## config.mk

```make
export PLATFORM = sky130hd
export DESIGN_NAME = avalon_uart_regs_slave_flat
export DESIGN_NICKNAME = d
export VERILOG_FILES = /design/src/rtl/avalon_uart_regs_slave_if.sv /design/src/rtl/avalon_uart_regs_slave.sv /design/src/flat_wrapper.sv
export SDC_FILE = /design/constraint.sdc
export NUM_CORES = 1
export LEC_CHECK = 0
export ABC_AREA = 1
export BUFFER_PORTS_ARGS = -buffer_cell sky130_fd_sc_hd__buf_2
export CORE_MARGIN = 1.5
export CORE_UTILIZATION = 52
export CTS_CLUSTER_DIAMETER = 40
export DETAILED_ROUTE_END_ITERATION = 10
export GPL_TIMING_DRIVEN = 0
export PLACE_DENSITY = 0.8
export SLEW_MARGIN = 10
export SYNTH_ARGS = -nofsm -noshare
export SYNTH_HDL_FRONTEND = slang
export SYNTH_SLANG_ARGS = --single-unit
```

## constraint.sdc

```tcl
create_clock -name CLK -period 1.85 [get_ports CLK]
set_input_delay 0.37 -clock CLK [delete_from_list [all_inputs] [get_ports CLK]]
set_output_delay 0.37 -clock CLK [all_outputs]
set_load 0.005 [all_outputs]
```

## src/rtl/avalon_uart_regs_slave_if.sv

```systemverilog
// Avalon-MM bus bundle between the UART bridge master and the register-bank responder.
interface avalon_uart_regs_slave_if;
    logic [31:0] ADDRESS;
    logic [31:0] WRITEDATA;
    logic        READ;
    logic        WRITE;
    logic        BEGINTRANSFER;
    logic        LOCK;
    logic [31:0] READDATA;
    logic        WAITREQUEST;

    modport master (
        output ADDRESS, WRITEDATA, READ, WRITE, BEGINTRANSFER, LOCK,
        input  READDATA, WAITREQUEST
    );

    modport slave (
        input  ADDRESS, WRITEDATA, READ, WRITE, BEGINTRANSFER, LOCK,
        output READDATA, WAITREQUEST
    );
endinterface

```

## src/rtl/avalon_uart_regs_slave.sv

```systemverilog
// Avalon-MM responder holding the four-word UART/core register bank, with a
// programmable wait-state FSM and a valid/ready TX word loaded by the core.
module avalon_uart_regs_slave #(
    parameter int unsigned WAIT_CYCLES = 1
) (
    input  logic                           CLK,
    input  logic                           RST,
    avalon_uart_regs_slave_if.slave        bus,
    output logic [31:0]                    reg_instr,
    output logic [31:0]                    reg_data,
    output logic [31:0]                    reg_ctrl,
    output logic                           wr_strobe,
    output logic [1:0]                     wr_index,
    input  logic [31:0]                    tx_word,
    input  logic                           tx_load,
    output logic                           tx_ready,
    output logic                           tx_full
);

    localparam int unsigned CW = (WAIT_CYCLES < 2) ? 1 : $clog2(WAIT_CYCLES + 1);

    typedef enum logic [1:0] {
        S_IDLE = 2'd0,
        S_WAIT = 2'd1,
        S_ACK  = 2'd2
    } state_e;

    state_e        state, state_nx;
    logic [CW-1:0] cnt, cnt_nx;
    logic          latch;

    logic          mapped_q, rnw_q;
    logic [1:0]    idx_q;
    logic [31:0]   wdata_q;
    logic [31:0]   tx_reg;

    logic          req, dec_mapped;
    logic          src_mapped, src_rnw;
    logic [1:0]    src_idx;
    logic [31:0]   rd_val;
    logic          ack_write, ack_tx_read;

    assign req        = bus.BEGINTRANSFER & (bus.READ | bus.WRITE);
    assign dec_mapped = (bus.ADDRESS[31:4] == '0) && (bus.ADDRESS[1:0] == '0);
    assign tx_ready   = RST & ~tx_full & ~bus.LOCK;

    always_ff @(posedge CLK) begin
        if (!RST) begin
            state <= S_IDLE;
            cnt   <= '0;
        end else begin
            state <= state_nx;
            cnt   <= cnt_nx;
        end
    end

    always_comb begin
        state_nx = state;
        cnt_nx   = cnt;
        latch    = 1'b0;
        case (state)
            S_IDLE: begin
                if (req) begin
                    latch    = 1'b1;
                    cnt_nx   = CW'(WAIT_CYCLES);
                    state_nx = (WAIT_CYCLES != 0) ? S_WAIT : S_ACK;
                end
            end
            S_WAIT: begin
                if (!bus.READ && !bus.WRITE)
                    state_nx = S_IDLE;
                else if (cnt <= CW'(1))
                    state_nx = S_ACK;
                else
                    cnt_nx = cnt - CW'(1);
            end
            S_ACK:   state_nx = S_IDLE;
            default: state_nx = S_IDLE;
        endcase
    end

    // READDATA is registered into the ACK cycle, so with zero wait states the
    // decode must come straight from the bus rather than the latched request.
    always_comb begin
        src_mapped = (state == S_IDLE) ? dec_mapped : mapped_q;
        src_idx    = (state == S_IDLE) ? bus.ADDRESS[3:2] : idx_q;
        src_rnw    = (state == S_IDLE) ? bus.READ : rnw_q;
        rd_val     = '0;
        if (src_mapped) begin
            case (src_idx)
                2'd0:    rd_val = reg_instr;
                2'd1:    rd_val = reg_data;
                2'd2:    rd_val = reg_ctrl;
                default: rd_val = tx_reg;
            endcase
        end
    end

    assign ack_write   = (state == S_ACK) && !rnw_q && mapped_q && (idx_q != 2'd3);
    assign ack_tx_read = (state == S_ACK) && rnw_q && mapped_q && (idx_q == 2'd3);

    always_ff @(posedge CLK) begin
        if (!RST) begin
            bus.WAITREQUEST <= 1'b1;
            bus.READDATA    <= '0;
            mapped_q        <= 1'b0;
            rnw_q           <= 1'b0;
            idx_q           <= '0;
            wdata_q         <= '0;
            reg_instr       <= '0;
            reg_data        <= '0;
            reg_ctrl        <= '0;
            tx_reg          <= '0;
            tx_full         <= 1'b0;
            wr_strobe       <= 1'b0;
            wr_index        <= '0;
        end else begin
            bus.WAITREQUEST <= (state_nx != S_ACK);
            wr_strobe       <= 1'b0;
            if (latch) begin
                mapped_q <= dec_mapped;
                idx_q    <= bus.ADDRESS[3:2];
                rnw_q    <= bus.READ;
                wdata_q  <= bus.WRITEDATA;
            end
            if (state_nx == S_ACK && src_rnw)
                bus.READDATA <= rd_val;
            if (ack_write) begin
                case (idx_q)
                    2'd0:    reg_instr <= wdata_q;
                    2'd1:    reg_data  <= wdata_q;
                    default: reg_ctrl  <= wdata_q;
                endcase
                wr_strobe <= 1'b1;
                wr_index  <= idx_q;
            end
            // An accepted load on the same edge as a TX read wins, keeping tx_full set.
            if (ack_tx_read)
                tx_full <= 1'b0;
            if (tx_load && tx_ready) begin
                tx_reg  <= tx_word;
                tx_full <= 1'b1;
            end
        end
    end

endmodule

```

## src/flat_wrapper.sv

```systemverilog
// flat-port wrapper written by rule: the top's interface ports become plain ports
module avalon_uart_regs_slave_flat 
#(
    parameter int unsigned WAIT_CYCLES = 1
)
  (CLK, RST, reg_instr, reg_data, reg_ctrl, wr_strobe, wr_index, tx_word, tx_load, tx_ready, tx_full, bus_ADDRESS, bus_WRITEDATA, bus_READ, bus_WRITE, bus_BEGINTRANSFER, bus_LOCK, bus_READDATA, bus_WAITREQUEST);
  avalon_uart_regs_slave_if bus_i ();
  input  logic CLK;
  input  logic RST;
  output logic [31:0] reg_instr;
  output logic [31:0] reg_data;
  output logic [31:0] reg_ctrl;
  output logic wr_strobe;
  output logic [1:0] wr_index;
  input  logic [31:0] tx_word;
  input  logic tx_load;
  output logic tx_ready;
  output logic tx_full;
  input wire logic [$bits(bus_i.ADDRESS)-1:0] bus_ADDRESS;
  input wire logic [$bits(bus_i.WRITEDATA)-1:0] bus_WRITEDATA;
  input wire logic [$bits(bus_i.READ)-1:0] bus_READ;
  input wire logic [$bits(bus_i.WRITE)-1:0] bus_WRITE;
  input wire logic [$bits(bus_i.BEGINTRANSFER)-1:0] bus_BEGINTRANSFER;
  input wire logic [$bits(bus_i.LOCK)-1:0] bus_LOCK;
  output wire logic [$bits(bus_i.READDATA)-1:0] bus_READDATA;
  output wire logic [$bits(bus_i.WAITREQUEST)-1:0] bus_WAITREQUEST;
  assign bus_i.ADDRESS = bus_ADDRESS;
  assign bus_i.WRITEDATA = bus_WRITEDATA;
  assign bus_i.READ = bus_READ;
  assign bus_i.WRITE = bus_WRITE;
  assign bus_i.BEGINTRANSFER = bus_BEGINTRANSFER;
  assign bus_i.LOCK = bus_LOCK;
  assign bus_READDATA = bus_i.READDATA;
  assign bus_WAITREQUEST = bus_i.WAITREQUEST;
  avalon_uart_regs_slave #(.WAIT_CYCLES(WAIT_CYCLES)) u_core (.CLK(CLK), .RST(RST), .bus(bus_i), .reg_instr(reg_instr), .reg_data(reg_data), .reg_ctrl(reg_ctrl), .wr_strobe(wr_strobe), .wr_index(wr_index), .tx_word(tx_word), .tx_load(tx_load), .tx_ready(tx_ready), .tx_full(tx_full));
endmodule
```

**Word-level counts from Yosys, hierarchy flattened**

Cells that the tools add are included.

- $add $sub $neg: 1
- $lt $le $gt $ge: 1
- Equality and inequality tests: 12
- Mux-type cells: 18
- Bitwise gates (word level): 7
- Reduce and logical (&&, ||, !) cells: 25

Operators with widths:

| kind | count |
|---|---|
| $pmux 32 s3 | 1 |
| $mux 32 | 1 |
| $logic_not 28->1 | 1 |
| $logic_and 1x1->1 | 10 |
| $mux 1 | 10 |
| $eq 2x2->1 const B | 4 |
| $logic_not 2->1 | 4 |
| $mux 2 | 4 |
| $ne 2x2->1 const B | 4 |
| $eq 2x1->1 const B | 3 |
| $reduce_and 2->1 | 3 |
| $pmux 2 s2 | 1 |
| $reduce_and 4->1 | 1 |
| $reduce_bool 2->1 | 2 |
| $and 1x1->1 | 3 |
| $logic_not 1->1 | 3 |
| $not 1->1 | 3 |
| $ne 2x1->1 const B | 1 |
| $pmux 1 s2 | 1 |
| $reduce_or 2->1 | 1 |
| $le 1x1->1 const B | 1 |
| $or 1x1->1 | 1 |
| $sub 1x1->1 const B | 1 |

- Bits in registers: 204
- Word-level logic and storage cells: 79

**Depth between registers and ports, before layout**

Gate-level depths: netlist of the first run.

- Depth after elaboration: 6
- Gate-level depth with buffers: 10

**Worst setup path before layout of the first run**

OpenSTA, ideal clock, no wires.

- Path kind: input to register
- Start: input port RST
- End: register u_core.tx_reg[22]
- Setup time: 0.116 ns
- Arrival time: 1.360 ns
- Slack: 0.374 ns
- Stages on the path: 7
- Path buffers: 2
- Cell sequence: buf_2 inv_2 nor3_1 nand2_1 clkbuf_1 o21ai_0 nor2_1

- Longest elaborated chain between the ends: 3

Ends and longest elaborated chain:

| element | line | text |
|---|---|---|
| from (decl) | flat_wrapper.sv:9 | `input logic RST;` |
| $and 1x1->1 (2 in a row) | avalon_uart_regs_slave.sv:45 | `assign tx_ready = RST & ~tx_full & ~bus.LOCK;` |
| named net tx_ready | flat_wrapper.sv:17 | `output logic tx_ready;` |
| $logic_and 1x1->1 | avalon_uart_regs_slave.sv:140 | `if (tx_load && tx_ready) begin` |
| to (signal assigned) | avalon_uart_regs_slave.sv:141 | `tx_reg <= tx_word;` |
| to (decl) | avalon_uart_regs_slave.sv:35 | `logic [31:0] tx_reg;` |

The timed path passes the listed nets, and every way through them passes these cells.
A chain may end at the register's enable or synchronous reset.

**Worst setup path in the final report of the first run**

- Start: register u_core.state[1]
- End: register u_core.reg_instr[16]

- Longest elaborated chain between the ends: 5

Ends and longest elaborated chain:

| element | line | text |
|---|---|---|
| from (decl) | avalon_uart_regs_slave.sv:28 | `state_e state, state_nx;` |
| from (signal assigned) | avalon_uart_regs_slave.sv:52 | `state <= state_nx;` |
| $eq 2x2->1 | avalon_uart_regs_slave.sv:99 | `assign ack_write = (state == S_ACK) && !rnw_q && mapped_q && (idx_q != 2'd3);` |
| $logic_and 1x1->1 (3 in a row) | avalon_uart_regs_slave.sv:99 |  |
| $reduce_and 2->1 (no source line) | - |  |
| to (signal assigned) | avalon_uart_regs_slave.sv:130 | `2'd0: reg_instr <= wdata_q;` |
| to (decl) | avalon_uart_regs_slave.sv:9 | `output logic [31:0] reg_instr,` |

Every way passes these cells.

==> results.py, run 1 <==
metrics = {
    "layout": {
        "drive_gt1_share_pct": 24.4,
        "nFillCells": 1357,
        "area_growth_pct": 30.3,
        "post-route-util_pct": 69.4,
        "nets": 1555,
        "multi_input_area_um2": 3850,
        "insertedDiodeCount": 0,
        "final_area_um2": 11000,
        "seq_area_um2": 4060,
    },
    "detailed_routing": {
        "top_layer": "met4",
        "wl_um": 30600,
        "wl_per_cell_um": 18.1,
        "viasPerCell": 5.60,
        "drtIter0Drc": 1164,
        "route.detailed.drc": 0,
        "dr_wl_met2_um": 13700,
        "vias": 9470,
        "wl_met1_um": 11700,
        "first_pass_iters": 5,
        "met3_length_um": 3520,
        "antenna_left": 0,
    },
    "power_and_ir_drop": {
        "p_per_area_nw_per_um2": 1030,
        "combPwrFrac_pct": 8.5,
        "vdd_drop_max_v": 0.000779,
        "p_leak_uw": 0.00535,
        "p_seq_share_pct": 40.0,
        "clkPwrFrac_pct": 51.5,
        "power_switching_uw": 2900,
        "intPower_uw": 8490,
        "p_sw_share_pct": 25.4,
        "report.power.total_uw": 11400,
    },
    "timing": {
        "setup_viol": 0,
        "grt_setup_unrepaired": "true",
        "finalSetupTns_ns": 0,
        "finalHoldViolCount": 0,
        "whs_ns": 0.0652,
        "max_freq_mhz": 564,
        "period_minus_slack_ns": 1.77,
        "tightest_slew_ns": 0.812,
        "period_share_pct": 95.9,
        "maxSlewViolCount": 0,
        "fin_worst_skew_ns": 0.0131,
        "slew_headroom_pct": 45.8,
    },
    "grt": {
        "grt.total_usage_pct": 34.7,
        "grt_pass1_vias": 8612,
        "grt_max_degree": 15,
        "grt.overflow.total": 0,
        "antenna_found_initial": 0,
        "grt_pass1_wl_um": 45100,
    },
    "critical_path": {
        "r2r_cells": 6,
        "required_ns": 2.28,
        "worst_setup_path_start_kind": "flip-flop",
        "ff2ff_setup_slack_ns": 0.08,
        "path_max_fanout": 10,
        "crit_path_start": "u_core.state[1]",
        "endpoint_kind": "flip-flop",
        "timing.rr.start": "u_core.state[1]",
        "critPathArrivalTime_ns": 2.21,
        "worstReg2RegEnd": "u_core.reg_instr[16]",
        "crit_path_end": "u_core.reg_instr[16]",
        "path_class": "flip-flop to flip-flop",
    },
    "synth": {
        "syn_area_per_cell_um2": 7.14,
        "synth-seq-cells": 203,
        "synth_top_area_cell": "dfxtp_1",
        "synth-edff-count": 0,
        "synth_top_area_share_pct": 48.0,
        "yosysMostFrequentCell": "nor2_1",
        "ys_seq_area_share_pct": 48.0,
        "yosys-top-cells-count": "268 x nor2_1, 203 x dfxtp_1, 192 x nand2_1",
        "syn_inst": 1185,
        "ys_types": 24,
        "synth_top_flop_cell": "dfxtp_1",
        "synthTopCellsByArea": "dfxtp_1 48%, nor2_1 12%, nand2_1 8.5%",
        "synth_nets": 1288,
        "yosysWarningCount": 0,
        "syn-cell-area_um2": 8460,
        "synth-async-reset-ratio_pct": 0,
    },
    "cts": {
        "cts.sinks": 203,
        "cts-root-buf": "clkbuf_16",
        "clk_latency_ns": 0.54,
        "h-tree-depth": 1,
        "hold_buffers": 0,
        "cts_buffers": 29,
        "clockBufferDepth": 3,
        "clkTransAtPathRegs_ns": 0.06,
        "cts_tree": "yes",
    },
    "floorplan": {
        "ios": 237,
        "rows": 46,
        "die_y_um": 131,
        "start_util_pct": 53.2,
        "design.die.area_um2": 17000,
        "core_area_um2": 15900,
        "chipWidth_um": 131,
    },
    "placed_design": {
        "dp_hpwl_um": 21000,
        "placed_cell_area_um2": 9900,
        "io_buffers": 235,
        "routabilityCongestion": 0.890,
    },
    "worst_hold_path": {
        "worstHoldPathType": "primary input to flip-flop",
        "min_from": "bus_WRITEDATA[6]",
    },
    "run": {
        "drv_cap": 0,
    },
    "run_status": {
        "outcome": "finished clean",
    },
}
-- through the flow --
stage / instances / setup slack (ns)
floorplan: 1185 / 0.374
global placement: 1636 / -0.438
detailed placement: 1636 / -0.445
CTS: 1691 / 0.0213
global route: 1691 / -0.0254
finish: 1691 / 0.0755
-- area by class of cell --
type | instances | share of cell area (%)
Multi-Input combinational cell | 848 | 34.9
Inverter | 50 | 1.70
Tap cell | 216 | 2.45
Clock inverter | 20 | 2.45
Timing Repair Buffer | 236 | 10.7
Buffer | 84 | 3.94
Sequential cell | 203 | 36.9
Clock buffer | 34 | 6.94
-- power groups by stage --
| stage | Combinational (µW) | Clock [µW] | Sequential [µW] |
|---|---|---|---|
| 6_report | 971 | 5860 | 4550 |
| 5_1_grt | 1040 | 6020 | 4560 |
| 4_1_cts | 914 | 5830 | 4550 |
| 3_5_place_dp | 899 | 0 | 4640 |
| 3_3_place_gp | 882 | 0 | 4640 |
| 2_1_floorplan | 523 | 0 | 4620 |
-- what timing repair did --
item	in CTS	in global routing
gates resized for setup	6	34
setup endpoints to repair	32	49
setup buffers	1	0
cloned	0	0
pin swaps	1	1
-- metal layers --
metal	global-route usage, %	vias up
li1	-	4398
met1	45.0	4300
met2	54.6	642
met3	6.68	130
met4	19.5	0
met5	0	-
-- critical path, cell delays in order, from the launching register on --
cell	delay [ns]
dfxtp_1	0.43
nand3_1	0.13
nor3_2	0.19
nand3_1	0.27
buf_1	0.33
o21ai_0	0.26
nor2_1	0.06
-- placed cells by master, fill, tap and decap left out, types with 6 or more instances in the layout --
| cell | count |
|---|---|
| clkbuf_1 | 32 |
| inv_6 | 6 |
| dfxtp_1 | 203 |
| inv_1 | 42 |
| nand3_1 | 100 |
| nor2_1 | 268 |
| clkbuf_4 | 7 |
| clkbuf_16 | 29 |
| or2_2 | 6 |
| nand2_1 | 191 |
| clkbuf_2 | 6 |
| nand3b_1 | 43 |
| a21oi_1 | 68 |
| o21ai_1 | 15 |
| buf_4 | 8 |
| o21ai_0 | 140 |
| buf_2 | 264 |
-- worst min-delay path by stage --
stage | end | slack [ns] | depth (start not counted)
floorplan | u_core.tx_reg[0] | 0.45 | 2
global placement | u_core.bus.READDATA[27] | 0.45 | 2
detailed placement | u_core.bus.READDATA[19] | 0.45 | 2
CTS | u_core.wdata_q[6] | 0.07 | 3
global route | u_core.wdata_q[7] | 0.08 | 3
finish | u_core.wdata_q[6] | 0.07 | 3
-- kinds of logic (layout without fill, tap and decap cells) --
kind of cell	count (synthesis)	count (layout)	synth area share, %
buf+inv	134	424	6.78
compound gates	224	224	13.3
simple gates	624	624	31.9
flops	203	203	48.0
Note: power is estimated with default switching activity, not from simulation.
==> run 2, diff against run 1 <==
--- a/config.mk
+++ b/config.mk
@@ -5,14 +5,13 @@
 export SDC_FILE = /design/constraint.sdc
 export NUM_CORES = 1
 export LEC_CHECK = 0
-export ABC_AREA = 1
 export BUFFER_PORTS_ARGS = -buffer_cell sky130_fd_sc_hd__buf_2
 export CORE_MARGIN = 1.5
-export CORE_UTILIZATION = 52
+export CORE_UTILIZATION = 55
 export CTS_CLUSTER_DIAMETER = 40
 export DETAILED_ROUTE_END_ITERATION = 10
 export GPL_TIMING_DRIVEN = 0
-export PLACE_DENSITY = 0.8
+export PLACE_DENSITY = 0.84
 export SLEW_MARGIN = 10
 export SYNTH_ARGS = -nofsm -noshare
 export SYNTH_HDL_FRONTEND = slang
==> constraint.sdc (replaced) <==
create_clock -name CLK -period 2.2 [get_ports CLK]
set_input_delay 0.44 -clock CLK [delete_from_list [all_inputs] [get_ports CLK]]
set_output_delay 0.44 -clock CLK [all_outputs]
set_load 0.005 [all_outputs]
==> run 2 against run 1 <==
Compared with the run above: total power fell by 20%; register-to-register slack improved by 0.13 ns; die area fell by 9.7%; largest power group unchanged; highest routed layer unchanged.
==> results.py, run 2 <==
metrics = {
    "critical_path": {
        "worstReg2RegEnd": "u_core.bus.READDATA[16]",
        "ff2ff_setup_slack_ns": 0.20,
        "worst_setup_path_start_kind": "flip-flop",
        "required_ns": 2.61,
        "cp_slowest_cell": "nor3_2",
        "critPathMaxStageDelay_ns": 0.36,
        "r2r_cells": 6,
        "path_cells": "buf_2, nand2_1, nor3_2, buf_2, o221ai_1, a221oi_1",
        "path_class": "flip-flop to flip-flop",
        "critPathArrivalTime_ns": 2.41,
        "cpMostUsedCell": "buf_2",
        "endpoint_kind": "flip-flop",
        "timing.rr.start": "u_core.rnw_q",
        "path_max_fanout": 10,
    },
    "timing": {
        "slew_headroom_pct": 53.4,
        "finalHoldViolCount": 0,
        "finalSetupTns_ns": 0,
        "grt_setup_unrepaired": "false",
        "period_share_pct": 90.7,
        "maxSlewViolCount": 0,
        "setup_viol": 0,
        "postLayoutSetupSlackWorst_ns": 0.204,
        "tightest_slew_ns": 0.699,
        "fin_worst_skew_ns": 0.0141,
        "period_minus_slack_ns": 2.00,
        "max_freq_mhz": 501,
    },
    "synth": {
        "syn-cell-area_um2": 8060,
        "yosysWarningCount": 0,
        "synth-seq-cells": 203,
        "synth_top_flop_cell": "dfxtp_1",
        "synthTopCellsByArea": "dfxtp_1 50%, nand2_1 17%, a21oi_1 12%",
        "yosysMostFrequentCell": "nand2_1",
        "ys_seq_area_share_pct": 50.5,
        "synth_top_area_cell": "dfxtp_1",
        "syn_inst": 987,
        "ys_types": 38,
        "synth_top_area_share_pct": 50.5,
        "yosys-top-cells-count": "361 x nand2_1, 203 x dfxtp_1, 199 x a21oi_1",
        "synth-async-reset-ratio_pct": 0,
        "synth_nets": 1090,
        "syn_area_per_cell_um2": 8.16,
        "synth-edff-count": 0,
    },
    "floorplan": {
        "rows": 44,
        "chipWidth_um": 124,
        "core_area_um2": 14400,
        "start_util_pct": 55.8,
        "design.die.area_um2": 15400,
        "die_y_um": 124,
        "ios": 237,
    },
    "detailed_routing": {
        "viasPerCell": 5.79,
        "wl_um": 26700,
        "antenna_left": 0,
        "route.detailed.drc": 0,
        "wl_per_cell_um": 18.3,
        "first_pass_iters": 7,
        "drtIter0Drc": 769,
        "vias": 8431,
    },
    "cts": {
        "cts-resized-gates": 0,
        "cts.sinks": 203,
        "h-tree-depth": 1,
        "cts-root-buf": "clkbuf_16",
        "postCtsSetupBuffers": 0,
        "cts_tree": "yes",
        "clkTransAtPathRegs_ns": 0.06,
        "clockBufferDepth": 3,
        "hold_buffers": 0,
        "clk_latency_ns": 0.53,
        "cts_buffers": 27,
    },
    "power_and_ir_drop": {
        "p_leak_uw": 0.00433,
        "clkPwrFrac_pct": 52.2,
        "p_seq_share_pct": 41.8,
        "vdd_drop_max_v": 0.000686,
        "combPwrFrac_pct": 5.9,
        "p_per_area_nw_per_um2": 868,
        "p_sw_share_pct": 23.4,
        "intPower_uw": 6940,
        "power_switching_uw": 2120,
    },
    "run": {
        "drv_cap": 0,
    },
    "worst_hold_path": {
        "hold_depth": 3,
        "min_to": "u_core.wdata_q[7]",
        "min_from": "bus_WRITEDATA[7]",
        "worstHoldPathType": "primary input to flip-flop",
    },
    "layout": {
        "nets": 1355,
        "insertedDiodeCount": 0,
        "drive_gt1_share_pct": 26.6,
        "most-common-layout-cells": "361 x nand2_1, 273 x buf_2, 203 x dfxtp_1",
        "final_common_cell": "nand2_1",
        "area_growth_pct": 29.7,
    },
    "placed_design": {
        "routabilityCongestion": 0.897,
        "io_buffers": 236,
        "dp_hpwl_um": 18500,
        "pre_cts_ws_ns": 0.0371,
    },
    "grt": {
        "grt_pass1_vias": 7572,
        "grt_max_degree": 15,
        "grt.overflow.total": 0,
        "grt.total_usage_pct": 33.5,
        "grt_pass1_wl_um": 39600,
        "antenna_found_initial": 0,
    },
    "run_status": {
        "outcome": "finished clean",
    },
}
-- run 2: how the worst max path moves through the flow --
stage	start	to	cells past startpoint
3_3_place_gp	bus_READ	u_core.bus.READDATA[7]	6
5_1_grt	u_core.rnw_q	u_core.bus.READDATA[13]	6
6_report	u_core.rnw_q	u_core.bus.READDATA[16]	6
3_5_place_dp	bus_READ	u_core.bus.READDATA[12]	6
2_1_floorplan	bus_ADDRESS[3]	u_core.bus.READDATA[30]	5
4_1_cts	u_core.rnw_q	u_core.bus.READDATA[13]	6
-- run 2: power by group through the flow --
stage / logic [µW] / registers (µW) / clock network (µW)
final: 539 / 3790 / 4740
after global routing: 583 / 3800 / 4910
after CTS: 529 / 3790 / 4750
after detailed placement: 524 / 3870 / 0
after global placement: 515 / 3870 / 0
after floorplan: 303 / 3860 / 0
-- run 2: per-layer routing --
metal / GRT usage [%] / part of all wire, % / vias up
met4: 13.8 / 3.6 / 0
met2: 54.4 / 47 / 494
met3: 6.55 / 10 / 76
met1: 43.9 / 40 / 3915
li1: - / - / 3946
met5: 0 / 0 / -
-- run 2: critical path, delay by kind of cell (launching register included) --
kind	cells	cell delay, ns
AOI/OAI and AO/OA	2	0.50
buffers and inverters	2	0.59
DFF	1	0.32
and+or+nand+nor	2	0.46
-- run 2: final cells by class --
| type | count | area, µm² |
|---|---|---|
| flip-flops and latches | 203 | 4060 |
| fillers | 1187 | 3980 |
| multi-input cells | 699 | 3580 |
| repair buffers | 236 | 1180 |
| clock buffers | 30 | 697 |
| plain buffers | 82 | 395 |
| clock inverters | 20 | 285 |
| well taps | 184 | 230 |
| inverters | 3 | 11.3 |
-- run 2: per-stage QoR --
| stage | hold slack (ns) | cell area, µm² | util (%) | total power, µW | instances |
|---|---|---|---|---|---|
| after floorplan | 0.436 | 8060 | - | 4160 | 987 |
| after global placement | 0.443 | 9470 | 65.6 | 4380 | 1407 |
| after detailed placement | 0.451 | 9470 | 65.6 | 4390 | 1407 |
| after CTS | 0.139 | 10400 | 72.4 | 9070 | 1457 |
| after global routing | 0.151 | 10400 | 72.4 | 9290 | 1457 |
| final | 0.135 | 10400 | 72.4 | 9070 | 1457 |
-- run 2: kinds of logic after synthesis --
family          synth area share, %
simple gates                   20.2
compound gates                 19.9
flops                          50.5
buf+inv                        5.05
mux                            4.40
